<file path="src/rtl/box_overlay_writer.sv">
// -----------------------------------------------------------------------------
// box_overlay_writer
//   Draws a 1-pixel rectangle outline into a WIDTH x HEIGHT 16-bit frame buffer
//   via a valid/ready write port. Edges are latched on start_in, validated, and
//   then the outline is written as four lines: top, bottom, left, right.
//   Corners are written twice (once per line).
//
// Ports
//   clk_in          system clock
//   rst_in          synchronous active-low reset
//   start_in        1-cycle pulse, edges valid (ignored unless idle)
//   left_edge_in    box left x
//   right_edge_in   box right x
//   top_edge_in     box top y
//   bot_edge_in     box bottom y
//   wr_ready_in     arbiter accepts the presented write this cycle
//   addr_out        write address (y*WIDTH + x)
//   pixel_data_out  write data, constant BOX_COLOR
//   we_out          write request
//   busy_out        high from start accept until the done cycle
//   done_out        1-cycle pulse when the box is finished
//   err_out         qualified by done_out: edges were rejected, nothing written
// -----------------------------------------------------------------------------
module box_overlay_writer #(
    parameter int          HEIGHT    = 320,
    parameter int          WIDTH     = 240,
    parameter logic [15:0] BOX_COLOR = 16'hF800,
    localparam int         XW        = $clog2(WIDTH),
    localparam int         YW        = $clog2(HEIGHT),
    localparam int         AW        = $clog2(WIDTH*HEIGHT)
) (
    input  logic          clk_in,
    input  logic          rst_in,
    input  logic          start_in,
    input  logic [XW-1:0] left_edge_in,
    input  logic [XW-1:0] right_edge_in,
    input  logic [YW-1:0] top_edge_in,
    input  logic [YW-1:0] bot_edge_in,
    input  logic          wr_ready_in,
    output logic [AW-1:0] addr_out,
    output logic [15:0]   pixel_data_out,
    output logic          we_out,
    output logic          busy_out,
    output logic          done_out,
    output logic          err_out
);

    typedef enum logic [2:0] {
        S_IDLE, S_CHECK, S_TOP, S_BOT, S_LEFT, S_RIGHT, S_DONE
    } state_t;

    state_t        state_q;
    logic [XW-1:0] l_q, r_q;
    logic [YW-1:0] t_q, b_q;
    logic [AW-1:0] addr_q;
    logic          we_q, busy_q, done_q, err_q;

    // Row base addresses computed at full address width so legal edges never wrap.
    logic [AW-1:0] top_row, bot_row;
    logic [AW-1:0] top_l, top_r, bot_l, bot_r;
    logic [AW-1:0] phase_end, addr_step;
    logic          xfer, edges_bad;

    assign top_row = AW'(t_q) * AW'(WIDTH);
    assign bot_row = AW'(b_q) * AW'(WIDTH);
    assign top_l   = top_row + AW'(l_q);
    assign top_r   = top_row + AW'(r_q);
    assign bot_l   = bot_row + AW'(l_q);
    assign bot_r   = bot_row + AW'(r_q);

    assign xfer      = we_q && wr_ready_in;
    assign edges_bad = (l_q > r_q) || (t_q > b_q) ||
                       (int'(r_q) >= WIDTH) || (int'(b_q) >= HEIGHT);

    // Horizontal lines walk +1 along a row, vertical lines walk +WIDTH down a column.
    assign addr_step = (state_q == S_LEFT || state_q == S_RIGHT) ? AW'(WIDTH) : AW'(1);

    always_comb begin
        phase_end = bot_r;
        case (state_q)
            S_TOP:   phase_end = top_r;
            S_BOT:   phase_end = bot_r;
            S_LEFT:  phase_end = bot_l;
            S_RIGHT: phase_end = bot_r;
            default: phase_end = bot_r;
        endcase
    end

    always_ff @(posedge clk_in) begin
        if (!rst_in) begin
            state_q <= S_IDLE;
            l_q     <= '0;
            r_q     <= '0;
            t_q     <= '0;
            b_q     <= '0;
            addr_q  <= '0;
            we_q    <= 1'b0;
            busy_q  <= 1'b0;
            done_q  <= 1'b0;
            err_q   <= 1'b0;
        end else begin
            done_q <= 1'b0;
            err_q  <= 1'b0;
            case (state_q)
                S_IDLE: begin
                    if (start_in) begin
                        l_q     <= left_edge_in;
                        r_q     <= right_edge_in;
                        t_q     <= top_edge_in;
                        b_q     <= bot_edge_in;
                        busy_q  <= 1'b1;
                        state_q <= S_CHECK;
                    end
                end
                S_CHECK: begin
                    if (edges_bad) begin
                        busy_q  <= 1'b0;
                        done_q  <= 1'b1;
                        err_q   <= 1'b1;
                        state_q <= S_DONE;
                    end else begin
                        addr_q  <= top_l;
                        we_q    <= 1'b1;
                        state_q <= S_TOP;
                    end
                end
                S_TOP, S_BOT, S_LEFT, S_RIGHT: begin
                    // Address only moves on an accepted write; a stall holds it.
                    if (xfer) begin
                        if (addr_q == phase_end) begin
                            case (state_q)
                                S_TOP: begin
                                    addr_q  <= bot_l;
                                    state_q <= S_BOT;
                                end
                                S_BOT: begin
                                    addr_q  <= top_l;
                                    state_q <= S_LEFT;
                                end
                                S_LEFT: begin
                                    addr_q  <= top_r;
                                    state_q <= S_RIGHT;
                                end
                                default: begin
                                    we_q    <= 1'b0;
                                    busy_q  <= 1'b0;
                                    done_q  <= 1'b1;
                                    state_q <= S_DONE;
                                end
                            endcase
                        end else begin
                            addr_q <= addr_q + addr_step;
                        end
                    end
                end
                S_DONE:  state_q <= S_IDLE;
                default: state_q <= S_IDLE;
            endcase
        end
    end

    assign addr_out       = addr_q;
    assign pixel_data_out = BOX_COLOR;
    assign we_out         = we_q;
    assign busy_out       = busy_q;
    assign done_out       = done_q;
    assign err_out        = err_q;

endmodule

</file>
<file path="config.mk">
export PLATFORM = sky130hd
export DESIGN_NAME = box_overlay_writer
export DESIGN_NICKNAME = d
export VERILOG_FILES = /design/src/rtl/box_overlay_writer.sv
export SDC_FILE = /design/constraint.sdc
export NUM_CORES = 1
export LEC_CHECK = 0
export CORE_MARGIN = 3
export CORE_UTILIZATION = 53
export CTS_BUF_LIST = sky130_fd_sc_hd__clkbuf_8
export CTS_CLUSTER_DIAMETER = 80
export DETAILED_ROUTE_END_ITERATION = 7
export GPL_TIMING_DRIVEN = 0
export PLACE_DENSITY_LB_ADDON = 0.15
export SETUP_SLACK_MARGIN = 0.3
export SYNTH_ARGS = -nofsm -noshare
export SYNTH_HDL_FRONTEND = slang
export SYNTH_SLANG_ARGS = --single-unit
</file>
<file path="constraint.sdc">
create_clock -name clk_in -period 7.38 [get_ports clk_in]
set_input_delay 1.107 -clock clk_in [delete_from_list [all_inputs] [get_ports clk_in]]
set_output_delay 1.107 -clock clk_in [all_outputs]
set_load 0.01 [all_outputs]
</file>
==> flow_metrics.env <==
export IMPL_maxCapViolCount=0
export IMPL_synthFlopType="dfxtp_1"
export IMPL_async_reset_ff_share_pct=0
export IMPL_p_sw_w=0.002003
export IMPL_grtUsageTotal_pct=27.75
export IMPL_die_h_um=128.1
export IMPL_path_cells="inv_1 -> fa_1 -> fa_1 -> inv_1 -> ha_1 -> xor2_1 -> o211a_1 -> o211ai_1 -> nand3b_1 -> xnor2_1 -> o2111ai_1 -> mux2_1 -> or4_1 -> a2111oi_0 -> nand4b_1 -> mux2_2 -> o221a_1"
export IMPL_crit_buf_inv=2
export IMPL_gr_total_overflow=0
export IMPL_power_density_mw_per_mm2=408.9
export IMPL_critPathSlowestCell="or4_1"
export IMPL_leakagePower_nw=3.655
export IMPL_critPathLaunchType="flop"
export IMPL_ys_ff_latch=58
export IMPL_vias=7677
export IMPL_cts_resized=0
export IMPL_cts_path_max_buffers=2
export IMPL_ctsHoldBuffers=0
export IMPL_status="completed"
export IMPL_remaining_drc_errors=0
export IMPL_dp_hpwl_um=18730
export IMPL_die_w_um=128.1
export IMPL_worstMarginPinSlew_ps=994.6
export IMPL_r2r_cells=17
export IMPL_synth_area_mm2=0.007896
export IMPL_postLayoutCoreUtil_pct=62.98
export IMPL_grt_max_degree=11
export IMPL_cts_tree="done"
export IMPL_wl_per_cell_um=17.59
export IMPL_die_area_mm2=0.01640
export IMPL_whs_path_depth=2
export IMPL_cts_root_buf="clkbuf_8"
export IMPL_synth_cell_types=79
export IMPL_nets=1260
export IMPL_rsz0062_at_grt="false"
export IMPL_slew_viol_final=0
export IMPL_htreeDepth=3
export IMPL_finalClockSkew_ps=14.10
export IMPL_row_count=43
export IMPL_synth_edff_count=0
export IMPL_grt_pass1_vias=6993
export IMPL_core_area_mm2=0.01420
export IMPL_hold_violations=0
export IMPL_endpoint_kind="flop"
export IMPL_ant_nets=0
export IMPL_worst_path_stages=17
export IMPL_critPathMaxFanout=7
export IMPL_relSlewSlack_pct=33.22
export IMPL_ys_seq_area_share_pct=14.70
export IMPL_swShare_pct=54.77
export IMPL_avgSynthCellArea_um2=7.674
export IMPL_clk_latency_ps=370
export IMPL_reg2reg_slack_ps=980
export IMPL_cp_required_ps=7640
export IMPL_clkPwrFrac_pct=8.1
export IMPL_drive_gt1_share_pct=4.924
export IMPL_routabilityCongestion=0.9881
export IMPL_area_delta_synth_final_pct=13.28
export IMPL_drtPass1Iterations=5
export IMPL_wirelength_um=22810
export IMPL_tns_ps=0
export IMPL_synth_warnings=0
export IMPL_seqPwrFrac_pct=14.5
export IMPL_setup_violations_final=0
export IMPL_hp_class="flop to flop"
export IMPL_antenna_found_initial=0
export IMPL_slowest_delay_ps=530
export IMPL_viasPerCell=5.919
export IMPL_clk_pin_slew_ps=70
export IMPL_final_common_cell="nand2_1"
export IMPL_min_period_ps=6397
export IMPL_num_antenna_cells=0
export IMPL_worst_setup_path_type="flop to flop"
export IMPL_p_int_w=0.001654
export IMPL_synthCells=1029
export IMPL_post_dp_cell_area_mm2=0.008760
export IMPL_cts_buffers=9
export IMPL_cts_setup_buffers=0
export IMPL_combPwrFrac_pct=77.5
export IMPL_grt_pass1_wl_um=36390
export IMPL_period_share_pct=86.68
export IMPL_cp_arrival_ps=6660
export IMPL_layout_cells_most_common_list="nand2_1, inv_1, ha_1"
export IMPL_fmax_ghz=0.1563
export IMPL_final_cell_area_mm2=0.008945
export IMPL_drtIter0Drc=576
export IMPL_cts_sinks=58
export IMPL_ir_drop_mv=0.1721
export IMPL_portBuffers=58
export IMPL_io_pins=75
export IMPL_start_util_pct=55.59
export IMPL_crit_family="compound AO/OA/AOI/OAI gates"
==> state kept, by name, summed over array words and instances (netlist names) <==
name / flops
done_out: 1
addr_out: 17
b_q: 9
busy_out: 1
l_q: 8
we_out: 1
r_q: 8
t_q: 9
state_q: 3
err_out: 1
==> Yosys cell counts, drive strengths merged, types with 4 or more instances <==
| library cell | count | area share, % |
|---|---|---|
| a21o | 16 | 1.5 |
| a21boi | 35 | 3.3 |
| a221oi | 5 | 0.55 |
| or3 | 12 | 0.95 |
| a211oi | 16 | 1.7 |
| o21a | 14 | 1.3 |
| buf | 24 | 2.1 |
| nand3 | 25 | 1.6 |
| nor4 | 6 | 0.67 |
| nor3 | 13 | 0.82 |
| o31a | 8 | 0.89 |
| a32o | 5 | 0.63 |
| ha | 75 | 12 |
| a31oi | 14 | 1.1 |
| or3b | 4 | 0.44 |
| xor2 | 32 | 3.5 |
| inv | 82 | 3.9 |
| xnor2 | 45 | 5.1 |
| o21ai | 48 | 3.0 |
| o211ai | 5 | 0.48 |
| a21oi | 43 | 2.7 |
| nand3b | 4 | 0.38 |
| and2 | 10 | 0.79 |
| fa | 34 | 8.6 |
| a41oi | 8 | 0.89 |
| nand2b | 10 | 0.79 |
| mux2i | 16 | 2.0 |
| clkbuf | 40 | 1.9 |
| nor2 | 73 | 3.5 |
| a22oi | 10 | 1.0 |
| nor2b | 12 | 0.95 |
| and3 | 12 | 0.95 |
| nand4 | 11 | 0.87 |
| dfxtp | 58 | 15 |
| o22ai | 12 | 0.95 |
| nand2 | 126 | 6.0 |
| mux2 | 5 | 0.71 |
| a2111oi | 5 | 0.55 |
==> through the flow <==
step	std cells	setup slack (ps)	hold slack [ps]	power [W]
floorplan	1043	2000	443.5	0.002557
global placement	1281	1084	453.4	0.003250
detailed placement	1282	1100	458.9	0.003293
CTS	1297	1048	468.2	0.003610
global route	1297	600.0	494.2	0.003968
finish	1297	982.8	462.8	0.003657
==> worst register-to-register path, cell delays in order, from the launching register on <==
cell and delay [ps]:
dfxtp_1 480, inv_1 150, fa_1 500, fa_1 510
inv_1 40, ha_1 360, xor2_1 500, o211a_1 250
o211ai_1 180, nand3b_1 320, xnor2_1 240, o2111ai_1 320
mux2_1 390, or4_1 530, a2111oi_0 430, nand4b_1 450
mux2_2 410, o221a_1 220
==> cells by family (layout without fill, tap and decap cells) <==
group	after synthesis	in the layout	synth area share (%)
AO/OA/AOI/OAI	284	284	25.26
XOR/XNOR	77	77	8.636
adder cells (fa/ha/maj)	109	109	20.50
buffers and inverters	147	221	7.970
flip-flops	58	58	14.70
multiplexers	21	21	2.741
other	2	16	0.09511
AND/OR/NAND/NOR	331	331	20.09
==> power groups by stage <==
stage	Sequential [W]	Clock (W)	Combinational [W]
floorplan	0.000508	0	0.00205
global placement	0.000531	0	0.00272
detailed placement	0.000533	0	0.00276
CTS	0.000526	0.000300	0.00278
global route	0.000540	0.000309	0.00312
finish	0.000529	0.000296	0.00283
==> path summary, 6_finish.rpt <==
| kind | start | end |
|---|---|---|
| setup / recovery | t_q[2] | addr_out[10] |
| hold / removal | b_q[5] | b_q[5] |
| setup reg to reg | t_q[2] | addr_out[10] |
| hold reg to reg | b_q[5] | b_q[5] |
==> cell type report <==
| cell class | instances | area, µm² |
|---|---|---|
| plain buffers | 64 | 317.8 |
| clock buffers | 10 | 137.6 |
| clock inverters | 5 | 47.55 |
| fillers | 1338 | 5259 |
| inverters | 83 | 311.5 |
| multi-input cells | 838 | 6158 |
| flip-flops and latches | 58 | 1161 |
| well taps | 180 | 225.2 |
| repair buffers | 59 | 585.6 |
==> layer usage <==
metal | share of wire, % | GRT usage (%) | routed length [µm]
met4 | 2.9 | 8.739 | 672
met3 | 5.5 | 3.958 | 1259
met5 | 0 | 0 | 0
met2 | 46 | 45.38 | 10600
met1 | 45 | 37.90 | 10280
Note: power is estimated with default switching activity, not from simulation.
